`config.mk`:
```
export PLATFORM = sky130hd
export DESIGN_NAME = icache_refill_unit
export DESIGN_NICKNAME = d
export VERILOG_FILES = /design/src/rtl/icache_refill_unit_pkg.sv /design/src/rtl/icache_line_merge.sv /design/src/rtl/icache_refill_unit.sv
export SDC_FILE = /design/constraint.sdc
export NUM_CORES = 1
export LEC_CHECK = 0
export BUFFER_PORTS_ARGS = -buffer_cell sky130_fd_sc_hd__buf_2
export CAP_MARGIN = 15
export CORE_ASPECT_RATIO = 1.2
export CORE_MARGIN = 3
export CORE_UTILIZATION = 40
export CTS_BUF_LIST = sky130_fd_sc_hd__clkbuf_8
export DETAILED_ROUTE_END_ITERATION = 7
export PLACE_DENSITY = 0.68
export SLEW_MARGIN = 20
export SYNTH_ARGS = -nofsm -noshare
export SYNTH_HDL_FRONTEND = slang
export SYNTH_SLANG_ARGS = --single-unit
```
`constraint.sdc`:
```
create_clock -name CLK -period 8.5 [get_ports CLK]
set_clock_uncertainty 0.2 [all_clocks]
set_input_delay 1.275 -clock CLK [delete_from_list [all_inputs] [get_ports CLK]]
set_output_delay 1.275 -clock CLK [all_outputs]
set_load 0.1 [all_outputs]
```
`src/rtl/icache_refill_unit_pkg.sv`:
```
// Shared definitions for the instruction-cache refill unit: two-way line
// layout, address field widths and the refill FSM state encoding.
package icache_refill_unit_pkg;

  localparam int WORD_W    = 32;
  localparam int LINE_W    = 109;
  localparam int INDEX_W   = 10;
  localparam int INDEX_LSB = 2;
  localparam int TAG_LSB   = INDEX_LSB + INDEX_W;
  localparam int TAG_W     = 32 - TAG_LSB;

  // Way 1 occupies the upper half of the line and also carries the LRU bit.
  localparam int W1_VALID    = 108;
  localparam int W1_LRU      = 107;
  localparam int W1_RSVD     = 106;
  localparam int W1_TAG_MSB  = 105;
  localparam int W1_TAG_LSB  = 86;
  localparam int W1_DATA_MSB = 85;
  localparam int W1_DATA_LSB = 54;

  localparam int W0_VALID    = 53;
  localparam int W0_RSVD     = 52;
  localparam int W0_TAG_MSB  = 51;
  localparam int W0_TAG_LSB  = 32;
  localparam int W0_DATA_MSB = 31;
  localparam int W0_DATA_LSB = 0;

  typedef enum logic [1:0] {
    ST_IDLE = 2'd0,
    ST_REQ  = 2'd1,
    ST_FILL = 2'd2
  } state_t;

  function automatic logic [TAG_W-1:0] addr_tag(input logic [31:0] addr);
    return addr[TAG_LSB +: TAG_W];
  endfunction

endpackage

```
`src/rtl/icache_line_merge.sv`:
```
// Combinational victim selection and line rebuild for one refill word.
// Hit way is refreshed in place, else first invalid way (way0 first), else
// the LRU victim; LRU then points at the way that was not written.
module icache_line_merge
  import icache_refill_unit_pkg::*;
(
  input  logic [LINE_W-1:0] line_in,
  input  logic [31:0]       addr_in,
  input  logic [WORD_W-1:0] data_in,
  output logic [LINE_W-1:0] line_out
);

  logic [TAG_W-1:0] req_tag;
  logic [TAG_W-1:0] tag0;
  logic [TAG_W-1:0] tag1;
  logic             valid0;
  logic             valid1;
  logic             lru;
  logic             hit0;
  logic             hit1;
  logic             victim1;

  // Offset/index bits and incoming reserved bits play no part in the merge.
  logic [TAG_LSB-1:0] unused_addr_lo;
  logic [1:0]         unused_rsvd;

  assign unused_addr_lo = addr_in[TAG_LSB-1:0];
  assign unused_rsvd    = {line_in[W1_RSVD], line_in[W0_RSVD]};

  assign req_tag = addr_tag(addr_in);
  assign tag0    = line_in[W0_TAG_MSB:W0_TAG_LSB];
  assign tag1    = line_in[W1_TAG_MSB:W1_TAG_LSB];
  assign valid0  = line_in[W0_VALID];
  assign valid1  = line_in[W1_VALID];
  assign lru     = line_in[W1_LRU];
  assign hit0    = valid0 && (tag0 == req_tag);
  assign hit1    = valid1 && (tag1 == req_tag);

  // Pick the way to overwrite: hit, then first invalid, then LRU.
  always_comb begin
    victim1 = 1'b0;
    if (hit0)         victim1 = 1'b0;
    else if (hit1)    victim1 = 1'b1;
    else if (!valid0) victim1 = 1'b0;
    else if (!valid1) victim1 = 1'b1;
    else              victim1 = lru;
  end

  // Rebuild the line: copy the untouched way, overwrite the victim.
  always_comb begin
    line_out          = line_in;
    line_out[W1_RSVD] = 1'b0;
    line_out[W0_RSVD] = 1'b0;
    line_out[W1_LRU]  = ~victim1;
    if (victim1) begin
      line_out[W1_VALID]                = 1'b1;
      line_out[W1_TAG_MSB:W1_TAG_LSB]   = req_tag;
      line_out[W1_DATA_MSB:W1_DATA_LSB] = data_in;
    end else begin
      line_out[W0_VALID]                = 1'b1;
      line_out[W0_TAG_MSB:W0_TAG_LSB]   = req_tag;
      line_out[W0_DATA_MSB:W0_DATA_LSB] = data_in;
    end
  end

endmodule

```
`src/rtl/icache_refill_unit.sv`:
```
// Instruction-cache miss refill unit: accepts one miss, reads one word from
// backing memory, and emits the updated two-way line for write-back.
// Optional memory-ack watchdog compiled in with `define REFILL_TIMEOUT_EN.
module icache_refill_unit
  import icache_refill_unit_pkg::*;
#(
  parameter int unsigned TIMEOUT_CYCLES = 256
)
(
  input  logic              CLK,
  input  logic              RESET,
  input  logic              req_valid,
  output logic              req_ready,
  input  logic [31:0]       req_addr,
  input  logic [LINE_W-1:0] req_line,
  output logic              mem_req,
  output logic [31:0]       mem_addr,
  input  logic              mem_ack,
  input  logic [WORD_W-1:0] mem_rdata,
  output logic              fill_valid,
  output logic [31:0]       fill_addr,
  output logic [LINE_W-1:0] fill_line,
  output logic              busy
`ifdef REFILL_TIMEOUT_EN
  ,
  output logic              timeout_err
`endif
);

  state_t            state;
  logic [31:0]       addr_p0;
  logic [LINE_W-1:0] line_p0;
  logic [LINE_W-1:0] merged_line;
  logic              accept;
  logic              wd_expire;

  assign accept = (state == ST_IDLE) && req_valid && req_ready;

`ifdef REFILL_TIMEOUT_EN
  localparam int unsigned CNT_W = (TIMEOUT_CYCLES > 1) ? $clog2(TIMEOUT_CYCLES) : 1;
  localparam logic [CNT_W-1:0] CNT_LIMIT = CNT_W'(TIMEOUT_CYCLES - 1);

  logic [CNT_W-1:0] wd_cnt;

  // A late ack on the limit cycle still completes the refill.
  assign wd_expire   = (state == ST_REQ) && !mem_ack && (wd_cnt == CNT_LIMIT);
  assign timeout_err = wd_expire;

  // Watchdog: held at zero outside REQ, counts REQ cycles spent waiting.
  always_ff @(posedge CLK) begin
    if (!RESET) begin
      wd_cnt <= '0;
    end else if (state != ST_REQ) begin
      wd_cnt <= '0;
    end else if (!mem_ack) begin
      wd_cnt <= wd_cnt + 1'b1;
    end
  end
`else
  logic [31:0] unused_timeout_cycles;

  assign unused_timeout_cycles = 32'(TIMEOUT_CYCLES);
  assign wd_expire             = 1'b0;
`endif

  // Capture the miss context on acceptance; later input changes are ignored.
  always_ff @(posedge CLK) begin
    if (accept) begin
      addr_p0 <= req_addr;
      line_p0 <= req_line;
    end
  end

  icache_line_merge u_merge (
    .line_in  (line_p0),
    .addr_in  (addr_p0),
    .data_in  (mem_rdata),
    .line_out (merged_line)
  );

  // Refill FSM with registered handshake and fill outputs.
  always_ff @(posedge CLK) begin
    if (!RESET) begin
      state      <= ST_IDLE;
      req_ready  <= 1'b1;
      mem_req    <= 1'b0;
      mem_addr   <= '0;
      fill_valid <= 1'b0;
      fill_addr  <= '0;
      fill_line  <= '0;
      busy       <= 1'b0;
    end else begin
      fill_valid <= 1'b0;
      unique case (state)
        ST_IDLE: begin
          if (accept) begin
            mem_addr  <= {req_addr[31:2], 2'b00};
            mem_req   <= 1'b1;
            req_ready <= 1'b0;
            busy      <= 1'b1;
            state     <= ST_REQ;
          end
        end
        ST_REQ: begin
          if (mem_ack) begin
            mem_req    <= 1'b0;
            fill_valid <= 1'b1;
            fill_addr  <= addr_p0;
            fill_line  <= merged_line;
            state      <= ST_FILL;
          end else if (wd_expire) begin
            mem_req   <= 1'b0;
            req_ready <= 1'b1;
            busy      <= 1'b0;
            state     <= ST_IDLE;
          end
        end
        ST_FILL: begin
          req_ready <= 1'b1;
          busy      <= 1'b0;
          state     <= ST_IDLE;
        end
        default: begin
          mem_req   <= 1'b0;
          req_ready <= 1'b1;
          busy      <= 1'b0;
          state     <= ST_IDLE;
        end
      endcase
    end
  end

endmodule

```
# --- Word level (Yosys, flattened, before mapping) ---
# Index checks and enable logic that the tools add are counted.
totals:
  register_bits: 316
  latchBits: 0
  ram_bits: 0
  mem_bits_ro: 0
  inputBits: 177
  out_inout_bits: 177
  wordCells: 48
  n_memories: 0
classes:
  addsub: 0
  mul: 0
  div: 0
  magnitude_cmp: 0
  eq_ne: 6
  n_shift: 0
  mux: 18
  bitwise_logic: 3
  reduce_logical: 11
ops:
  columns: ["operator", "count"]
  rows:
  - ["$mux 52", 2]
  - ["$eq 20x20->1", 2]
  - ["$mux 1", 10]
  - ["$reduce_and 2->1", 5]
  - ["$logic_and 1x1->1", 4]
  - ["$mux 2", 2]
  - ["$ne 2x2->1 const B", 2]
  - ["$pmux 1 s2", 2]
  - ["$pmux 2 s2", 1]
  - ["$not 1->1", 3]
  - ["$pmux 1 s3", 1]
  - ["$reduce_and 3->1", 1]
  - ["$eq 2x1->1 const B", 1]
  - ["$eq 2x2->1 const B", 1]
  - ["$logic_not 2->1", 1]

# --- Logic depth before layout (Yosys ltp) ---
# Gate-level depths: netlist of the first run.
logic_depth:
  ltp_word: 5
  ltp_mapped: 8
  ltp_nobuf: 6

# --- Hierarchy ---
# A second synthesis of the first run with hierarchy kept.
unflattened:
  cells_unflattened: 1480
  area_unflattened_um2: 14670.3
modules_own_cells:
  columns: ["mod", "n_inst", "cells_each", "area_per_inst_um2", "seq_area_each_um2"]
  rows:
  - ["icache_refill_unit", 1, 907, 11207.0, 7777.5]
  - ["icache_line_merge", 1, 573, 3463.3, 0.0]

# --- Worst setup path after synthesis of the first run ---
# No wires, ideal clock.
synth_path:
  path_type: "input -> register"
  startpoint: "input req_valid"
  endpoint: "register addr_p0[0], enable pin"
  setup_ps: 439
  t_arrival_ps: 3890
  required_ps: 7861
  slack_ps: 3971
  path_stages: 5
  n_path_buf: 2
  cell_sequence: "inv_1 or4b_2 clkbuf_1 inv_1 buf_2"
synth_via:
  elab_chain_len: 2
synth_rtl:
  columns: ["item", "line_no", "rtl"]
  rows:
  - ["start, declared", "icache_refill_unit.sv:12", "input logic req_valid,"]
  - ["$logic_and 1x1->1 (2 in series)", "icache_refill_unit.sv:37", "assign accept = (state == ST_IDLE) && req_valid && req_ready;"]
  - ["net accept", "icache_refill_unit.sv:34", "logic accept;"]
  - ["end signal, assigned", "icache_refill_unit.sv:69", "addr_p0 <= req_addr;"]
  - ["end, declared", "icache_refill_unit.sv:31", "logic [31:0] addr_p0;"]
# The timed path passes the listed nets, and every way through them passes these cells.
# A chain may end at the register's enable or synchronous reset.

# --- Worst setup path in the final report of the first run ---
layout_path:
  startpoint: "input req_valid"
  endpoint: "register line_p0[7], enable pin"
layout_via:
  elab_chain_len: 2
layout_rtl:
  columns: ["item", "line_no", "rtl"]
  rows:
  - ["$logic_and 1x1->1 (2 in series)", "icache_refill_unit.sv:37", null]
  - ["end signal, assigned", "icache_refill_unit.sv:70", "line_p0 <= req_line;"]
  - ["end, declared", "icache_refill_unit.sv:32", "logic [LINE_W-1:0] line_p0;"]
# No other way between the ends.

==> summary.txt, run 1 <==
Placed design
  • Placer Congestion: 0.787
  • Worst slack, placed: between 3000 and 4000 ps
  • PortBufs: about 350
  • HPWL Detailed: 23.1 mm
  • DP Area: roughly 14,000 µm²

Yosys
  • Yosys reg bits: 314
  • Mapped Area: 11,900 µm²
  • Area share of fa/ha/maj cells after synthesis: 0%
  • Compound-cell area share of the yosys netlist: 23.2%
  • Mux share of post-synthesis cell area: 0%
  • Post-synth EDFFs: 139
  • Synth area leader: edfxtp_1
  • Seq/Total Area, Yosys: between 60% and 70%
  • Top cells by area, synth: edfxtp_1, dfxtp_1, o21ai_0
  • Ys Warns: 0
  • Post-synth top area share: 35.0%
  • Most common cell in the netlist: o21ai_0
  • Fraction of registers with async set/reset: 0%
  • Syn Inst Count: ~1,100
  • Mean Syn Cell Area: between 10 and 15 µm²
  • Commonest cells post-synth: o21ai_0, dfxtp_1, edfxtp_1, nand2_1, a21oi_1
  • Largest family of logic cells by synthesized area: compound AO/OA/AOI/OAI gates
  • Yosys cell types: 30
  • Main synth FF type: dfxtp_1
  • Xor/xnor share of the synthesized area: 2.94%
  • Simple-gate share of the synthesized area: 5.67%

Critical path
  • Reg-to-reg slack, setup: about 4800 ps
  • Startpoint class of the critical path: input pin
  • Critical path type: in2reg
  • R2R depth: 3
  • Worst Path Required: between 8000 and 9000 ps
  • Critical path arrival: 4100 ps
  • Crit-path max FO: ~110
  • Critical path endpoint category: register

Drt
  • DR vias/cell: 5.41
  • DRC errors left: 0
  • Routed WL: 36.9 mm
  • Pre-antenna DRT Iters: 5
  • Post-route ant nets: 0
  • Drt wl/cell: roughly 20 µm
  • Total number of vias: ~10,000
  • Initial DRC Count: between 800 and 900

Pwr
  • PwrDens: between 200 and 250 nW/µm²
  • Leak: approximately 6.1 nW
  • VDD IR max: ~0.14 mV

Run
  • # Max-Cap Violations: 0

Timing
  • Slew headroom: 32.4%
  • Final setup margin: about 4400 ps
  • Final period util: 48.4%
  • Final setup viols: 0
  • RSZ-0062 raised after global routing: no
  • Hold Vio Cnt, Final: 0
  • Measured slew at the worst slew-check pin: 1010 ps
  • Setup TNS: 0 ps
  • Tmin final: around 4100 ps
  • Fmax: 243 MHz
  • Max-slew violation count: 0

Final layout
  • Cell area after layout: 14,800 µm²
  • FF/Latch Area: roughly 7700 µm²
  • Footprint of the multi-input gates: 3830 µm²
  • Fin util: approximately half
  • Area growth, synth to finish: 23.9%
  • Fraction of layout cells with a size suffix above 1: 29.1%
  • Fill cells: approximately 2,700
  • Nets: roughly 1,600

Clock tree
  • CTS resizes: 0
  • H-Tree Level Count: 2
  • Latest clock arrival within the worst-skew pair: approximately 570 ps
  • Post-CTS Setup Inserts: 0
  • Total CTS buffers: 50
  • Clock Path Buffers: 3
  • Root buf cell: clkbuf_8
  • Hold_buf cts: 0
  • CTS tree: done
  • Clock transition at the registers of the reported paths: around 60 ps
  • Clock sinks: 314

Hold path
  • Hold path cells: 2
  • Hold Path Class: reg2reg

Floorplan
  • Die span in x: 164 µm
  • Die ar.: 31,900 µm²
  • Io pins: ~350
  • # rows: 68
  • Initial Utilization: about two fifths
  • Core Region: between 20,000 and 30,000 µm²
  • Die Y: between 150 and 200 µm

GRT
  • Tot GR Track Use: ~22%
  • First-pass GRT wire length: ~56 mm
  • GRT overflow: 0
  • Antenna violations before repair: 6
  • Vias in the first global route: between 9,000 and 10,000
  • Largest net degree at the start of global routing: between 100 and 150

Run status
  • Status: completed
-- report_power, final --
group | switching [mW] | internal, mW
sequential | 0.0527 | 1.69
combinational | 0.542 | 0.123
clock | 0.584 | 0.619
-- worst paths after layout --
kind,from,to
worst min-delay path,fill_addr[22],fill_addr[22]
worst max register to register,state[1],line_p0[7]
worst min register to register,fill_addr[22],fill_addr[22]
worst max-delay path,req_valid,line_p0[7]
-- cell families (layout without fill, tap and decap cells) --
kind of cell | after synthesis | count (layout)
compound gates | 492 | 492
xor+xnor | 40 | 40
buf+inv | 108 | 453
flops | 314 | 314
other cells | 1 | 10
simple gates | 157 | 157
-- final cells by class --
class                      count  share of cell area [%]
multi-input combinational    693                    25.9
timing repair buffer         357                    12.3
inverter                       3                   0.110
tap                          385                    3.26
antenna                        6                   0.102
sequential                   314                    52.0
clock inverter                35                   0.940
clock buffer                  58                    5.40
-- metal layers --
metal	part of all wire [%]	track usage, %	vias up
met2	48	36.0	460
li1	-	-	4698
met3	8.4	6.11	72
met4	2.3	7.77	2
met1	41	27.9	4776
met5	0.024	0	-
-- registers in the layout, indices dropped and copies added (netlist names) --
name and flops:
mem_addr 30, state 2, req_ready 1, line_p0 107, mem_req 1, addr_p0 32, fill_line 107, fill_valid 1
fill_addr 32, busy 1
-- placed cells by master, fill, tap and decap left out, drive strengths merged --
| cell | n |
|---|---|
| a21boi | 64 |
| a21oi | 106 |
| a31oi | 105 |
| and2 | 2 |
| and3b | 1 |
| and4b | 1 |
| buf | 357 |
| clkbuf | 58 |
| clkinv | 6 |
| clkinvlp | 1 |
| conb | 4 |
| dfxtp | 175 |
| diode | 6 |
| edfxtp | 139 |
| inv | 31 |
| nand2 | 125 |
| nand2b | 1 |
| nand3 | 3 |
| nand3b | 2 |
| nand4 | 8 |
| nor2 | 1 |
| nor3 | 2 |
| nor3b | 2 |
| nor4 | 7 |
| o21a | 2 |
| o21ai | 215 |
| or2 | 1 |
| or4b | 1 |
| xnor2 | 17 |
| xor2 | 23 |
-- through the flow --
stage          total power, mW  hold WS (ps)  instances
2_1_floorplan             2.27           289       1115
3_3_place_gp              2.43           250       1752
6_report                  3.61           262       1851
4_1_cts                   3.64           264       1845
5_1_grt                   3.75           284       1850
3_5_place_dp              2.44           256       1752
-- critical path: stages --
cell	delay (ps)
buf_2	80
inv_1	40
or4b_2	1020
inv_6	810
buf_4	790
(Power assumes the default switching activity.)
==> run 2: changes to the inputs <==
- PLACE_DENSITY: 0.68 -> 0.71
- clock period: 8.5 -> 3.4 ns (I/O delays scaled with it)
==> run 2 against run 1 <==
  * Global-route usage is 2.3 points higher
  * Non-clock buffer count is 185 higher
  * Final cell count is 9.7% higher
  * First-iteration DRC count is 42% higher
  * Die area stayed put
  * Critical path depth is 2 higher
  * Register-to-register slack worse by 4300 ps
  * Combinational power grew to 2.8 times the previous value
  * Clock power grew to 2.5 times the previous value
  * Via count is 11% higher
  * Hold slack worse by 200 ps
  * Largest power group unchanged
==> summary.txt, run 2 (same netlist as run 1, synthesis figures left out) <==
Placed design
  • Placer Congestion: approximately 0.8
  • PortBufs: 347
  • DP Area: between 10,000 and 15,000 µm²
  • HPWL Detailed: between 20 and 25 mm

Final layout
  • Nets: 1,780
  • Fraction of layout cells with a size suffix above 1: between 20% and 30%
  • Fill cells: around 2,400
  • Most common cell after layout, fill and taps aside: buf_2
  • Commonest cells after routing, fill and taps aside: buf_2, o21ai_0, dfxtp_1
  • Area growth, synth to finish: 39.9%
  • Top Registers: fill_line: 107 flops, line_p0: 107 flops
  • Cell area after layout: about 17,000 µm²

Timing
  • Tmin final: around 3000 ps
  • Hold Vio Cnt, Final: 0
  • Final setup viols: 0
  • Final period util: between 80% and 90%
  • Setup TNS: 0 ps
  • Measured slew at the worst slew-check pin: 830 ps
  • Fmax: approximately 340 MHz
  • Max-slew violation count: 0
  • Slew headroom: between 40% and 50%
  • RSZ-0062 raised after global routing: no

Drt
  • Drt wl/cell: slightly below 20 µm
  • Post-route ant nets: 0
  • DR vias/cell: between 5 and 6
  • Total number of vias: ~11,000
  • Pre-antenna DRT Iters: 7
  • DRC errors left: 0
  • Initial DRC Count: 1,187
  • Routed WL: between 40 and 50 mm

Clock tree
  • Hold_buf cts: roughly 170
  • CTS tree: done
  • Clock Path Buffers: 3
  • Post-CTS Setup Inserts: 0
  • Latest clock arrival within the worst-skew pair: 590 ps
  • Total CTS buffers: roughly 50
  • Clock transition at the registers of the reported paths: ~60 ps
  • Root buf cell: clkbuf_8
  • CTS resizes: 0
  • Clock sinks: ~310
  • H-Tree Level Count: 2

Floorplan
  • Die span in x: 164 µm
  • Core Region: just under 30,000 µm²
  • # rows: between 60 and 70
  • Io pins: roughly 350
  • Die ar.: approximately 32,000 µm²
  • Initial Utilization: 41.0%
  • Die Y: between 150 and 200 µm

Critical path
  • Critical path type: reg2reg
  • R2R depth: 7
  • Startpoint class of the critical path: register
  • R2R Path End: fill_line[58]
  • Reg-to-reg slack, setup: 450 ps
  • Crit-path max FO: 49
  • Worst Path Required: roughly 3700 ps
  • Critical path arrival: between 3000 and 4000 ps
  • Critical path endpoint category: register
  • R2R Path Start: addr_p0[14]

GRT
  • Vias in the first global route: around 11,000
  • GRT overflow: 0
  • Largest net degree at the start of global routing: 106
  • First-pass GRT wire length: roughly 63 mm
  • Tot GR Track Use: between 20% and 30%
  • Antenna violations before repair: 3

Hold path
  • Hold Path Class: in2reg
  • Min-delay src: req_valid
  • Hold path cells: 4
  • Hold EP: req_ready

Run
  • # Max-Cap Violations: 0

Pwr
  • Leak: approximately 6.9 nW
  • VDD IR max: roughly 0.4 mV
  • PwrDens: roughly 550 nW/µm²

Run status
  • Status: completed
[run 2: per-stage QoR]
step	instances	util, %	hold WS [ps]	power, mW	setup WS [ps]
after floorplan	1115	-	289	5.68	210
after global routing	2030	57.3	73.9	9.58	324
after global placement	1765	48.2	247	6.10	644
final	2031	57.3	63.9	9.24	449
after detailed placement	1765	48.2	252	6.12	536
after CTS	2026	57.2	26.5	9.28	509
[run 2: critical path, stage by stage, from the launching register on]
cell and delay (ps):
edfxtp_1 530, xor2_1 240, nor4_1 380, nand4_1 280, o21ai_4 250, buf_4 510, a31oi_1 210, a21oi_1 230
[run 2: worst max-delay path by stage]
stage                startpoint            end
floorplan             req_ready     addr_p0[0]
global placement    addr_p0[29]  fill_line[25]
detailed placement  addr_p0[14]  fill_line[57]
CTS                 addr_p0[14]  fill_line[57]
global route        addr_p0[14]  fill_line[20]
finish              addr_p0[14]  fill_line[58]
[run 2: final cells by class]
class / count / area, µm² / area share [%]
multi-input combinational: 693 / 3830 / 22.9
tap: 385 / 482 / 2.89
inverter: 3 / 16.3 / 0.0975
sequential: 314 / 7680 / 46.0
clock inverter: 37 / 188 / 1.13
antenna: 4 / 10.0 / 0.0600
timing repair buffer: 542 / 3750 / 22.5
clock buffer: 53 / 729 / 4.37
[run 2: report_power, final]
part,internal (mW),switching (mW)
sequential,4.21,0.131
combinational,0.469,1.42
clock,1.52,1.49
[run 2: routing by layer]
metal	wire length, µm	GRT usage, %
met2	19600	40.0
met5	0	0
met1	15200	29.8
met3	3380	6.43
met4	1850	11.3
==> run 3: changes to the inputs <==
- CORE_MARGIN: 3 -> unset
- PLACE_DENSITY: 0.71 -> 0.69
- SETUP_SLACK_MARGIN: unset -> 0.02
- SYNTH_HIERARCHICAL: unset -> 1
==> run 3 against run 2 <==
  * Critical endpoint is now fill_line[55]
  * Highest routed layer unchanged
  * Power grew 4.7%
  * Worst setup slack lost 93 ps
  * Maximum frequency shrank 3.1%
  * Critical path depth grew 1
  * Critical path type unchanged
==> summary.txt, run 3 <==
Clock tree
  • Clock Path Buffers: 3
  • Total CTS buffers: 51
  • Latest clock arrival within the worst-skew pair: about 630 ps
  • CTS tree: done
  • Clock sinks: 316
  • Clock transition at the registers of the reported paths: 70 ps
  • Root buf cell: clkbuf_8
  • CTS resizes: 0
  • H-Tree Level Count: 2
  • Post-CTS Setup Inserts: 0

Pwr
  • Clock power share: 35.4%
  • VDD IR max: ~0.41 mV
  • Net Sw Frac: approximately 32%
  • Leak: between 7 and 8 nW
  • Psw: 3.13 mW
  • PwrDens: 500 nW/µm²
  • Sequential share of power: between 40% and 50%
  • Internal power: 6.55 mW
  • Combinational share of power: between 10% and 20%

Timing
  • Tmin final: a little over 3000 ps
  • Final setup viols: 0
  • Slew headroom: between 40% and 50%
  • Hold Vio Cnt, Final: 0
  • Max-slew violation count: 0
  • RSZ-0062 raised after global routing: no
  • Hold_ws: a little over 60 ps
  • Measured slew at the worst slew-check pin: around 820 ps
  • Fmax: 329 MHz
  • Setup TNS: 0 ps
  • Final period util: between 80 and 90%

Final layout
  • Nets: between 2,000 and 2,500
  • Register bank with the most flops: fill_line
  • Largest register FFs: 109
  • Area growth, synth to finish: 32.3%
  • Footprint of the multi-input gates: about 6300 µm²
  • FF/Latch Area: just under 8000 µm²
  • Commonest cells after routing, fill and taps aside: buf_2, nand2_1, o211ai_1
  • Fill cells: ~3,100
  • Fraction of layout cells with a size suffix above 1: between 20% and 30%
  • Top Registers: fill_line: 109 flops, line_p0: 107 flops
  • Most common cell after layout, fill and taps aside: buf_2

Drt
  • DRC errors left: 0
  • DR vias/cell: roughly 5.5
  • Initial DRC Count: about 1,100
  • Post-route ant nets: 0
  • Total number of vias: 13,400
  • Drt wl/cell: 19.7 µm
  • Routed WL: ~48 mm
  • Pre-antenna DRT Iters: 5

Yosys
  • Ys Warns: 6
  • Mean Syn Cell Area: between 9 and 10 µm²
  • Mapped Area: 14,600 µm²
  • Syn Inst Count: 1,478

GRT
  • Largest net degree at the start of global routing: approximately 130
  • Antenna violations before repair: 4
  • Tot GR Track Use: between 20% and 30%
  • GRT overflow: 0
  • Vias in the first global route: 13,100
  • First-pass GRT wire length: 72.4 mm

Floorplan
  • Die span in x: between 150 and 200 µm
  • Initial Utilization: roughly 40%
  • Core Region: 35,900 µm²
  • # rows: 76
  • Die Y: approximately 210 µm
  • Die ar.: about 37,000 µm²
  • Io pins: around 350

Critical path
  • Critical path type: reg2reg
  • Startpoint class of the critical path: register
  • Worst Path Required: between 3000 and 4000 ps
  • Crit-path max FO: 45
  • R2R depth: 8
  • Critical path endpoint category: register
  • Critical path arrival: around 3400 ps

Hold path
  • Hold path cells: 3
  • Hold Path Class: in2reg

Run
  • # Max-Cap Violations: 0

Placed design
  • HPWL Detailed: around 30 mm
  • Placer Congestion: between 0.8 and 0.9
  • PortBufs: about 350

Run status
  • Status: completed
## run 3: layer usage
metal / GRT usage [%] / part of all wire (%) / up-vias
li1: - / - / 6191
met4: 12.0 / 4.6 / 0
met1: 31.3 / 40 / 6383
met3: 5.48 / 8.6 / 135
met2: 39.7 / 47 / 698
met5: 0 / 0 / -
## run 3: metrics by stage
| stage | setup WS, ps | power, mW | cell area [µm²] | utilization [%] | std cells |
|---|---|---|---|---|---|
| floorplan | 314 | 5.71 | 14600 | - | 1480 |
| detailed placement | 444 | 6.18 | 16900 | 46.9 | 2184 |
| global placement | 495 | 6.15 | 16900 | 46.9 | 2184 |
| CTS | 404 | 9.74 | 19300 | 53.8 | 2420 |
| global route | 192 | 10.0 | 19300 | 53.8 | 2424 |
| finish | 356 | 9.67 | 19300 | 53.8 | 2425 |
## run 3: cell type report
type,instances,area share (%)
diodes,5,0.0647
clock buffers,56,3.99
clock inverters,40,1.49
inverters,2,0.0388
multi-input cells,1008,32.4
flip-flops and latches,316,39.9
well taps,468,3.03
repair buffers,530,19.1
## run 3: repair_timing
item                                    CTS  global route
endpoints found under the setup margin    0             0
endpoints found under the hold margin   170             0
hold buffers                            140             0
## run 3: power by group through the flow
stage / Clock, mW / Combinational (mW) / Sequential, mW
floorplan: 0 / 0.630 / 5.08
global placement: 0 / 1.71 / 4.43
detailed placement: 0 / 1.74 / 4.44
global route: 3.66 / 1.98 / 4.38
CTS: 3.50 / 1.87 / 4.36
finish: 3.43 / 1.88 / 4.37
## run 3: path summary, 6_finish.rpt
| path | endpoint | slack, ps | from |
|---|---|---|---|
| max reg2reg | fill_line[55] | 360 | addr_p0[20] |
| min reg2reg | fill_line[92] | 250 | fill_line[92] |
| max | fill_line[55] | 360 | addr_p0[20] |
| min | state[0] | 60 | mem_ack |
## run 3: worst max-delay path, stage by stage, from the launching register on
cell	delay, ps
edfxtp_1	580
xor2_1	230
nor4_1	310
nand4_1	330
o21a_4	500
buf_12	270
o211ai_1	240
nand2_1	80
mux2i_1	140
